$ cat config.mk
export PLATFORM = sky130hd
export DESIGN_NAME = fifo_drain
export DESIGN_NICKNAME = d
export VERILOG_FILES = /design/src/rtl/fifo_drain.sv
export SDC_FILE = /design/constraint.sdc
export NUM_CORES = 1
export LEC_CHECK = 0
export ABC_AREA = 1
export CORE_MARGIN = 2
export CORE_UTILIZATION = 55
export CTS_BUF_LIST = sky130_fd_sc_hd__clkbuf_16
export DETAILED_ROUTE_END_ITERATION = 8
export HOLD_SLACK_MARGIN = 0.06
export PLACE_DENSITY_LB_ADDON = 0.15
export SLEW_MARGIN = 20
export SYNTH_ARGS = -nofsm -noshare
export SYNTH_HDL_FRONTEND = slang
export SYNTH_SLANG_ARGS = --single-unit
$ cat constraint.sdc
create_clock -name RDCLK -period 7.7 [get_ports RDCLK]
set_clock_uncertainty 0.2 [all_clocks]
set_input_delay 1.54 -clock RDCLK [delete_from_list [all_inputs] [get_ports RDCLK]]
set_output_delay 1.54 -clock RDCLK [all_outputs]
set_load 0.05 [all_outputs]
$ cat src/rtl/fifo_drain.sv
// Read-side drain controller for a registered-mode FIFO36E2: issues RDEN on credit,
// tracks reads across the fixed DO latency and presents words as a valid/ready stream.
// Optional transfer counter on port WORDS is enabled by defining FIFO_DRAIN_COUNT_EN.
module fifo_drain #(
  parameter int WIDTH     = 36,
  parameter int LATENCY   = 2,
  parameter int BUF_DEPTH = 4
) (
  input  logic             RDCLK,
  input  logic             RST,
  input  logic             EMPTY,
  input  logic [WIDTH-1:0] DO,
  output logic             RDEN,
  output logic [WIDTH-1:0] OUT_DATA,
  output logic             OUT_VALID,
  input  logic             OUT_READY
`ifdef FIFO_DRAIN_COUNT_EN
  ,
  output logic [31:0]      WORDS
`endif
);

  localparam int PW = (BUF_DEPTH > 1) ? $clog2(BUF_DEPTH) : 1;
  localparam int CW = $clog2(BUF_DEPTH + LATENCY + 1) + 1;

  logic [WIDTH-1:0]   mem [BUF_DEPTH];
  logic [PW-1:0]      head;
  logic [PW-1:0]      tail;
  logic [CW-1:0]      count;
  logic [LATENCY-1:0] inflight_sr;
  logic [CW-1:0]      inflight;
  logic               pop;
  logic               capture;

  function automatic logic [CW-1:0] popcnt(input logic [LATENCY-1:0] v);
    logic [CW-1:0] s;
    s = '0;
    for (int i = 0; i < LATENCY; i++) begin
      s = s + CW'(v[i]);
    end
    return s;
  endfunction

  // Credit check: words buffered plus words still in the FIFO pipeline, less the
  // one leaving this cycle, must leave room for the new read when it lands.
  always_comb begin
    inflight  = popcnt(inflight_sr);
    capture   = inflight_sr[LATENCY-1];
    OUT_VALID = (count != '0);
    OUT_DATA  = mem[head];
    pop       = OUT_VALID && OUT_READY;
    RDEN      = !RST && !EMPTY &&
                ((count + inflight - CW'(pop)) < CW'(BUF_DEPTH));
  end

  always_ff @(posedge RDCLK or posedge RST) begin
    if (RST) begin
      head        <= '0;
      tail        <= '0;
      count       <= '0;
      inflight_sr <= '0;
    end else begin
      inflight_sr <= (inflight_sr << 1) | LATENCY'(RDEN);
      if (capture) tail <= tail + 1'b1;
      if (pop)     head <= head + 1'b1;
      count <= count + CW'(capture) - CW'(pop);
    end
  end

  // Storage is cleared too so the head word reads as zero straight out of reset.
  always_ff @(posedge RDCLK or posedge RST) begin
    if (RST) begin
      for (int i = 0; i < BUF_DEPTH; i++) begin
        mem[i] <= '0;
      end
    end else if (capture) begin
      mem[tail] <= DO;
    end
  end

`ifdef FIFO_DRAIN_COUNT_EN
  logic [31:0] words_q;

  always_ff @(posedge RDCLK or posedge RST) begin
    if (RST) begin
      words_q <= '0;
    end else if (pop) begin
      words_q <= words_q + 32'd1;
    end
  end

  assign WORDS = words_q;
`endif

endmodule

==> flow_metrics.py, run 1 <==
metrics = {
    "logic_synthesis": {
        "syn_inst": 776,
        "synth_warnings": 0,
        "synth_area_leaders": "dfrtp_1 (52%), o21ai_2 (8.7%), nand2_1 (8.1%)",
        "synthArstFlopShare_pct": 100.0,
        "synth_ff_type": "dfrtp_1",
        "synth_top_cell_by_area": "dfrtp_1",
        "synth_nets": 827,
        "synth_top_area_share_pct": 52.43,
        "synth_cell_types": 24,
        "seq_area_frac_synth_pct": 52.43,
        "synth-edff-count": 0,
        "synth.most_common_cell": "nand2_1",
        "ys_top_cells_by_count": "nand2_1 (159), dfrtp_1 (154), o21ai_1 (111)",
        "synthesis.area_um2": 7351,
        "ys_seq_elements": 154,
        "avgSynthCellArea_um2": 9.473,
    },
    "power_and_ir_drop": {
        "sw_frac_of_total_pct": 46.02,
        "p_sw_mw": 2.046,
        "ir_worst_vdd_mv": 0.3341,
        "power_frac_seq_pct": 32.4,
        "power_frac_clock_pct": 15.5,
        "power_leakage_nw": 3.927,
        "power_density_nw_per_um2": 532.6,
        "p_int_mw": 2.400,
        "comb_power_share_pct": 52.0,
    },
    "final_layout": {
        "nets": 876,
        "area_growth_pct": 13.58,
        "seqCellArea_um2": 3855,
        "diodes": 0,
        "utilization_pct": 63.55,
        "multi_input_area_um2": 2774,
        "fin_cells": 1012,
        "drive_gt1_share_pct": 12.56,
        "nFillCells": 1103,
    },
    "placement": {
        "dp.final_hpwl_um": 8743,
        "place_congestion": 0.7705,
        "place_inst": 982,
        "dpl_worst_slack_ns": 1.989,
        "port_buffers": 77,
    },
    "clock_network": {
        "hold_buffers": 0,
        "clk_pin_slew_ns": 0.05,
        "cts_max_path_buffers": 2,
        "ctsResizeCount": 0,
        "cts_tree": "done",
        "postCtsSetupBuffers": 0,
        "htree_levels": 4,
        "cts.sinks": 154,
        "insertion_delay_ns": 0.42,
        "numCtsBuffers": 17,
        "cts_root_buffer": "clkbuf_16",
    },
    "route": {
        "wl_per_cell_um": 15.51,
        "drt-initial-drc-count": 446,
        "ant_nets": 0,
        "vias": 5537,
        "drc_errors": 0,
        "wl_um": 15700,
        "dr.pass1.iters": 5,
        "vias_per_cell": 5.471,
    },
    "timing": {
        "worst_pin_slew_ns": 0.8340,
        "fin_ws_ns": 1.967,
        "slew_headroom_pct": 44.40,
        "tns_ns": 0,
        "clock.fmax_mhz": 174.4,
        "hold_viol": 0,
        "hold_ws_ns": 0.2127,
        "finalCritPeriodShare_pct": 74.45,
        "drv_slew": 0,
        "fin_crit_ns": 5.733,
        "grt_setup_unrepaired": "no",
        "setup_viol": 0,
    },
    "grt": {
        "grt_max_degree": 86,
        "grt_first_pass_wirelength_um": 26600,
        "grt_pass1_vias": 5661,
        "antenna_found_initial": 0,
        "grt_use_total_pct": 23.46,
        "grt_overflow_total": 0,
    },
    "setup_path": {
        "worstPathArrival_ns": 3.99,
        "critical_path_required_ns": 5.96,
        "cp_slowest_stage_delay_ns": 0.82,
        "path_class": "primary input to output port",
        "start_kind": "primary input",
        "slowest_stage": "clkdlybuf4s50_1",
        "path_cells": "clkdlybuf4s50_1 > nand2_2 > or2_1 > nand2_1 > ha_1 > nand2_1 > nand2_1 > nand2_1 > nand3_1 > nand2_1 > inv_1 > nor2_1 > clkdlybuf4s50_1",
        "path_common_cell": "nand2_1",
        "cp-end-kind": "output port",
        "crit_fanout": 6,
    },
    "run": {
        "cap_viol_max_count": 0,
    },
    "floorplan": {
        "die_h_um": 119.6,
        "dieArea_um2": 14310,
        "core_area_um2": 13140,
        "die_x_um": 119.6,
        "num_rows": 42,
        "start_util_pct": 55.95,
        "io_pins": 78,
    },
    "worst_hold_path": {
        "hold_path_class": "flop to flop",
    },
    "run_status": {
        "status": "complete, no violations",
    },
}
==> final timing paths <==
kind                                           from                        to  slack, ns  cells past startpoint
hold / removal             inflight_sr[0]$_DFF_PP0_  inflight_sr[1]$_DFF_PP0_       0.21                      0
max in group asynchronous                       RST       head[0]$_DFFE_PP0P_       4.68                      3
min in group asynchronous                       RST        count[1]$_DFF_PP0_       1.41                      2
setup / recovery                          OUT_READY                      RDEN       1.97                     13
setup reg to reg           inflight_sr[1]$_DFF_PP0_        count[1]$_DFF_PP0_       5.44                      7
hold reg to reg            inflight_sr[0]$_DFF_PP0_  inflight_sr[1]$_DFF_PP0_       0.21                      0
==> per-stage QoR <==
step / power, mW / instance area, um2
floorplan: 3.215 / 7351
global placement: 3.691 / 7869
detailed placement: 3.766 / 7869
CTS: 4.476 / 8346
global route: 4.748 / 8349
finish: 4.447 / 8349
==> final cells by class <==
cell class	count	area share (%)
inverter	55	2.623
clock inverter	13	0.6144
timing repair buffer	81	9.636
multi-input combinational	516	33.22
tap	176	2.637
sequential	154	46.17
clock buffer	17	5.095
==> critical path, delay by kind of cell <==
family	cells	cell delay [ns]
buf+inv	3	1.34
simple gates	9	0.89
fa+ha+maj	1	0.24
==> power by group through the flow <==
stage	combinational (mW)	clock, mW	sequential, mW
after floorplan	1.84	0	1.38
after global placement	2.27	0	1.43
after detailed placement	2.32	0	1.45
after CTS	2.33	0.703	1.44
after global routing	2.52	0.735	1.49
final	2.31	0.690	1.44
==> sequential cells by signal, summed over array words and instances (netlist names) <==
name         flops
count            4
tail             2
head             2
inflight_sr      2
mem            144
==> per-layer routing <==
| metal | GRT usage, % | vias up | share of wire (%) |
|---|---|---|---|
| li1 | - | 2674 | - |
| met1 | 29.39 | 2697 | 43 |
| met2 | 39.61 | 144 | 50 |
| met3 | 5.276 | 22 | 4.7 |
| met4 | 9.412 | 0 | 1.9 |
| met5 | 0 | - | 0 |
==> cells by family (layout without fill, tap and decap cells) <==
group           count (synthesis)  in the layout  share of synthesized area (%)
buf+inv                       106            166                          9.838
simple gates                  245            245                          13.51
compound gates                256            256                          21.77
flops                         154            154                          52.43
xor+xnor                        4              4                         0.4767
fa+ha+maj                      11             11                          1.974
==> placed cells by master, fill, tap and decap left out, types with 2 or more instances in the layout <==
cell	count
clkinv_2	2
clkdlybuf4s50_1	77
buf_4	3
o21ai_1	111
o21ai_2	73
xor2_1	3
o22ai_1	36
nand2_8	4
clkinv_1	5
clkbuf_16	17
dfrtp_1	153
nor2_1	78
o21ai_0	35
ha_1	10
inv_1	59
nand2_1	159
No activity file was read; power rests on OpenSTA's default activity.
==> run 2, diff against run 1 <==
Settings changed: CORE_UTILIZATION 55 to 51.
Clock period 7.7 ns to 5.2 ns, I/O delays scaled along.
==> flow_metrics.py, run 2 (same netlist as run 1, synthesis figures left out) <==
metrics = {
    "final_layout": {
        "final_common_cell": "nand2_1",
        "multi_input_area_um2": 2774,
        "utilization_pct": 60.08,
        "seqCellArea_um2": 3857,
        "reg_top3": "mem (144), count (4)",
        "drive_gt1_share_pct": 12.77,
        "nets": 878,
        "regMostFlops": "mem",
        "area_growth_pct": 14.33,
        "nFillCells": 1238,
        "largest_reg_flops": 144,
        "diodes": 0,
        "layout_common_cells": "nand2_1 (159), dfrtp_1 (153), o21ai_1 (111), nor2_1 (78), clkdlybuf4s50_1 (77)",
    },
    "setup_path": {
        "reg2reg_depth": 11,
        "crit_fanout": 6,
        "slowest_stage": "clkdlybuf4s50_1",
        "critical_path_required_ns": 3.96,
        "startpoint": "OUT_READY",
        "endpoint": "RDEN",
        "worstPathArrival_ns": 3.43,
        "path_class": "primary input to output port",
        "path_common_cell": "nand2_1",
        "start_kind": "primary input",
        "cp-end-kind": "output port",
        "r2r_slack_ns": 3.03,
        "cp_slowest_stage_delay_ns": 0.82,
        "worstReg2RegEnd": "count[2]$_DFF_PP0_",
        "path_cells": "clkdlybuf4s50_1 > nand2_2 > or2_1 > nand2_1 > ha_1 > nand2_1 > nand2_1 > nand2_1 > nand3_1 > nand2_1 > inv_1 > nor2_1 > clkdlybuf4s50_1",
        "r2r_start": "count[2]$_DFF_PP0_",
    },
    "run_status": {
        "status": "complete, no violations",
    },
    "clock_network": {
        "cts_tree": "done",
        "clk_pin_slew_ns": 0.05,
        "htree_levels": 4,
        "numCtsBuffers": 17,
        "ctsResizeCount": 0,
        "cts.sinks": 154,
        "hold_buffers": 0,
        "insertion_delay_ns": 0.42,
        "cts_root_buffer": "clkbuf_16",
        "cts_max_path_buffers": 2,
        "postCtsSetupBuffers": 0,
    },
    "power_and_ir_drop": {
        "sw_frac_of_total_pct": 45.48,
        "power_frac_clock_pct": 16.2,
        "power_leakage_nw": 3.950,
        "ir_worst_vdd_mv": 0.4716,
        "p_sw_mw": 3.014,
        "power_density_nw_per_um2": 788.6,
        "power_frac_seq_pct": 32.8,
        "p_int_mw": 3.614,
        "comb_power_share_pct": 51.0,
    },
    "floorplan": {
        "dieArea_um2": 15390,
        "die_h_um": 124.1,
        "die_x_um": 124.1,
        "num_rows": 43,
        "core_area_um2": 13990,
        "io_pins": 78,
        "start_util_pct": 52.55,
    },
    "route": {
        "drc_errors": 0,
        "m1WireLength_um": 6906,
        "drt-initial-drc-count": 380,
        "ant_nets": 0,
        "wl_per_cell_um": 15.11,
        "top_layer_used": "met4",
        "wl_met2_um": 7490,
        "wl_um": 15380,
        "vias": 5470,
        "vias_per_cell": 5.373,
        "dr.pass1.iters": 5,
        "route.met3.wl_um": 772,
    },
    "timing": {
        "finalCritPeriodShare_pct": 89.74,
        "grt_setup_unrepaired": "no",
        "hold_viol": 0,
        "fin_crit_ns": 4.666,
        "slew_headroom_pct": 43.38,
        "drv_slew": 0,
        "setup_viol": 0,
        "worst_pin_slew_ns": 0.8494,
        "tns_ns": 0,
        "clock.fmax_mhz": 214.3,
    },
    "grt": {
        "grt_use_total_pct": 22.14,
        "grt_pass1_vias": 5462,
        "grt_overflow_total": 0,
        "antenna_found_initial": 0,
        "grt_first_pass_wirelength_um": 26160,
        "grt_max_degree": 155,
    },
    "placement": {
        "place_congestion": 0.7405,
        "port_buffers": 77,
        "dp.final_hpwl_um": 8682,
    },
    "worst_hold_path": {
        "hold_path_class": "flop to flop",
    },
    "run": {
        "cap_viol_max_count": 0,
    },
}
==> run 2: cell types whose count changed in the layout (fill, tap and decap cells not counted), sizes merged <==
cell,change
clkinv,-2
bufinv,+1
clkinvlp,+1
buf,+2
==> run 2: layer usage <==
| layer | vias up | GRT usage, % |
|---|---|---|
| met5 | - | 0 |
| met3 | 19 | 4.396 |
| met2 | 132 | 37.02 |
| met1 | 2640 | 28.76 |
| met4 | 0 | 7.795 |
| li1 | 2679 | - |
==> run 2: stage by stage <==
stage               power (mW)  area (um2)  std cells  hold WS, ns  worst slack, ns
floorplan                4.761        7355        776       0.1670            1.344
global placement         5.487        7900        988       0.1869           0.5691
detailed placement       5.585        7900        988       0.1930           0.5394
CTS                      6.677        8402       1018       0.2052           0.5214
global route             7.108        8404       1018       0.2219           0.4053
finish                   6.627        8404       1018       0.2010           0.5336
==> run 2: final cells by class <==
class                           count  area share (%)
Inverter                           55           2.590
Clock inverter                     13          0.9081
Tap cell                          180           2.680
Timing Repair Buffer               83           9.856
Sequential cell                   154           45.90
Clock buffer                       17           5.062
Multi-Input combinational cell    516           33.01
==> run 2: how the worst min path moves through the flow <==
stage                              from                       end  slack, ns  cells past startpoint
2_1_floorplan  inflight_sr[0]$_DFF_PP0_  inflight_sr[1]$_DFF_PP0_       0.17                      0
3_3_place_gp   inflight_sr[0]$_DFF_PP0_  inflight_sr[1]$_DFF_PP0_       0.19                      0
3_5_place_dp   inflight_sr[0]$_DFF_PP0_  inflight_sr[1]$_DFF_PP0_       0.19                      0
4_1_cts        inflight_sr[0]$_DFF_PP0_  inflight_sr[1]$_DFF_PP0_       0.21                      0
5_1_grt        inflight_sr[0]$_DFF_PP0_  inflight_sr[1]$_DFF_PP0_       0.22                      0
6_report       inflight_sr[0]$_DFF_PP0_  inflight_sr[1]$_DFF_PP0_       0.20                      0
==> run 2: power by group through the flow <==
stage,clock [mW],combinational (mW),sequential (mW)
6_report,1.07,3.38,2.17
2_1_floorplan,0,2.72,2.04
5_1_grt,1.15,3.71,2.25
4_1_cts,1.09,3.42,2.17
3_3_place_gp,0,3.33,2.16
3_5_place_dp,0,3.40,2.18
==> run 2: critical path: cells and delay by family <==
family / cells / cell delay [ns]
adders and majority gates: 1 / 0.22
buffers and inverters: 3 / 1.32
and+or+nand+nor: 9 / 0.84
==> run 3, diff against run 2 <==
Settings changed: SLEW_MARGIN 20 to unset.
==> flow_metrics.py, run 3 (same netlist as run 1, synthesis figures left out) <==
metrics = {
    "clock_network": {
        "numCtsBuffers": 17,
        "cts_max_path_buffers": 2,
        "insertion_delay_ns": 0.42,
        "ctsResizeCount": 0,
        "postCtsSetupBuffers": 0,
        "htree_levels": 4,
        "cts.sinks": 154,
        "clk_pin_slew_ns": 0.06,
        "cts_root_buffer": "clkbuf_16",
        "hold_buffers": 0,
        "cts_tree": "done",
    },
    "final_layout": {
        "final_common_cell": "nand2_1",
        "nFillCells": 1239,
        "largest_reg_flops": 144,
        "nets": 878,
        "reg_top3": "mem (144), count (4)",
        "final_area_um2": 8402,
        "diodes": 0,
        "utilization_pct": 60.06,
        "layout_common_cells": "nand2_1 (159), dfrtp_1 (153), o21ai_1 (111), nor2_1 (78), clkdlybuf4s50_1 (77)",
        "area_growth_pct": 14.30,
        "drive_gt1_share_pct": 12.77,
        "regMostFlops": "mem",
    },
    "timing": {
        "slew_headroom_pct": 25.19,
        "tns_ns": 0,
        "fin_crit_ns": 4.666,
        "hold_viol": 0,
        "finalCritPeriodShare_pct": 89.73,
        "grt_setup_unrepaired": "no",
        "clock.fmax_mhz": 214.3,
        "setup_viol": 0,
        "worst_pin_slew_ns": 1.122,
        "drv_slew": 0,
        "fin_ws_ns": 0.5340,
    },
    "route": {
        "vias_per_cell": 5.402,
        "vias": 5499,
        "drc_errors": 0,
        "wl_per_cell_um": 15.13,
        "drt-initial-drc-count": 380,
        "dr.pass1.iters": 5,
        "ant_nets": 0,
        "wl_um": 15400,
    },
    "run": {
        "cap_viol_max_count": 0,
    },
    "grt": {
        "antenna_found_initial": 0,
        "grt_max_degree": 155,
        "grt_first_pass_wirelength_um": 26160,
        "grt_use_total_pct": 22.14,
        "grt_overflow_total": 0,
        "grt_pass1_vias": 5462,
    },
    "floorplan": {
        "die_x_um": 124.1,
        "start_util_pct": 52.55,
        "num_rows": 43,
        "dieArea_um2": 15390,
        "die_h_um": 124.1,
        "io_pins": 78,
        "core_area_um2": 13990,
    },
    "setup_path": {
        "path_common_cell": "nand2_1",
        "crit_fanout": 6,
        "cp-end-kind": "output port",
        "start_kind": "primary input",
        "cp_slowest_stage_delay_ns": 0.82,
        "critical_path_required_ns": 3.96,
        "worstPathArrival_ns": 3.43,
        "path_class": "primary input to output port",
        "slowest_stage": "clkdlybuf4s50_1",
        "path_cells": "clkdlybuf4s50_1 > nand2_2 > or2_1 > nand2_1 > ha_1 > nand2_1 > nand2_1 > nand2_1 > nand3_1 > nand2_1 > inv_1 > nor2_1 > clkdlybuf4s50_1",
    },
    "power_and_ir_drop": {
        "ir_worst_vdd_mv": 0.4723,
        "p_total_mw": 6.625,
        "power_leakage_nw": 3.950,
        "power_density_nw_per_um2": 788.5,
    },
    "run_status": {
        "status": "complete, no violations",
    },
    "placement": {
        "port_buffers": 77,
        "postPlaceCellArea_um2": 7900,
        "dp.final_hpwl_um": 8682,
        "place_congestion": 0.7405,
        "dpl_worst_slack_ns": 0.5394,
    },
    "worst_hold_path": {
        "hold_path_class": "flop to flop",
    },
}
==> run 3: cell types whose count changed in the layout (fill, tap and decap cells not counted) <==
cell     delta
dfrtp_4     -1
dfrtp_2     +1
==> run 3: final timing paths <==
| kind | startpoint | end | slack (ns) | cells after the start |
|---|---|---|---|---|
| setup / recovery | OUT_READY | RDEN | 0.53 | 13 |
| hold / removal | inflight_sr[0]$_DFF_PP0_ | inflight_sr[1]$_DFF_PP0_ | 0.20 | 0 |
| setup reg to reg | head[0]$_DFFE_PP0P_ | head[1]$_DFFE_PP0P_ | 2.97 | 3 |
| hold reg to reg | inflight_sr[0]$_DFF_PP0_ | inflight_sr[1]$_DFF_PP0_ | 0.20 | 0 |
| max in group asynchronous | RST | mem[126]$_DFFE_PP0P_ | 3.15 | 3 |
| min in group asynchronous | RST | count[1]$_DFF_PP0_ | 0.98 | 3 |
==> run 3: metrics by stage <==
step,hold WS [ns],cells
6_report,0.2024,1018
3_3_place_gp,0.1869,988
4_1_cts,0.2052,1018
3_5_place_dp,0.1930,988
2_1_floorplan,0.1670,776
5_1_grt,0.2219,1018
==> run 3: worst max-delay path: cells and delay by family <==
kind / cells / cell delay (ns)
adder cells (fa/ha/maj): 1 / 0.22
buffers and inverters: 3 / 1.33
AND/OR/NAND/NOR: 9 / 0.84
==> run 3: per-layer routing <==
layer / wire (um) / track usage [%] / part of all wire [%]
met5: 0 / 0 / 0
met4: 222 / 7.795 / 1.4
met3: 637 / 4.396 / 4.1
met2: 7480 / 37.02 / 49
met1: 7061 / 28.76 / 46
==> run 3: where the power goes <==
group          switching (mW)  leakage (nW)  total [mW]  internal [mW]
Combinational            2.19          1.92        3.38           1.19
Sequential              0.376          1.76        2.17           1.80
Clock                   0.443         0.271        1.07          0.630
==> run 3: final cells by class <==
type	instances	area (um2)	share of cell area, %
Sequential cell	154	3855	45.88
Clock inverter	13	76.32	0.9084
Timing Repair Buffer	83	828.3	9.859
Tap cell	180	225.2	2.681
Inverter	55	217.7	2.591
Multi-Input combinational cell	516	2774	33.02
Clock buffer	17	425.4	5.063
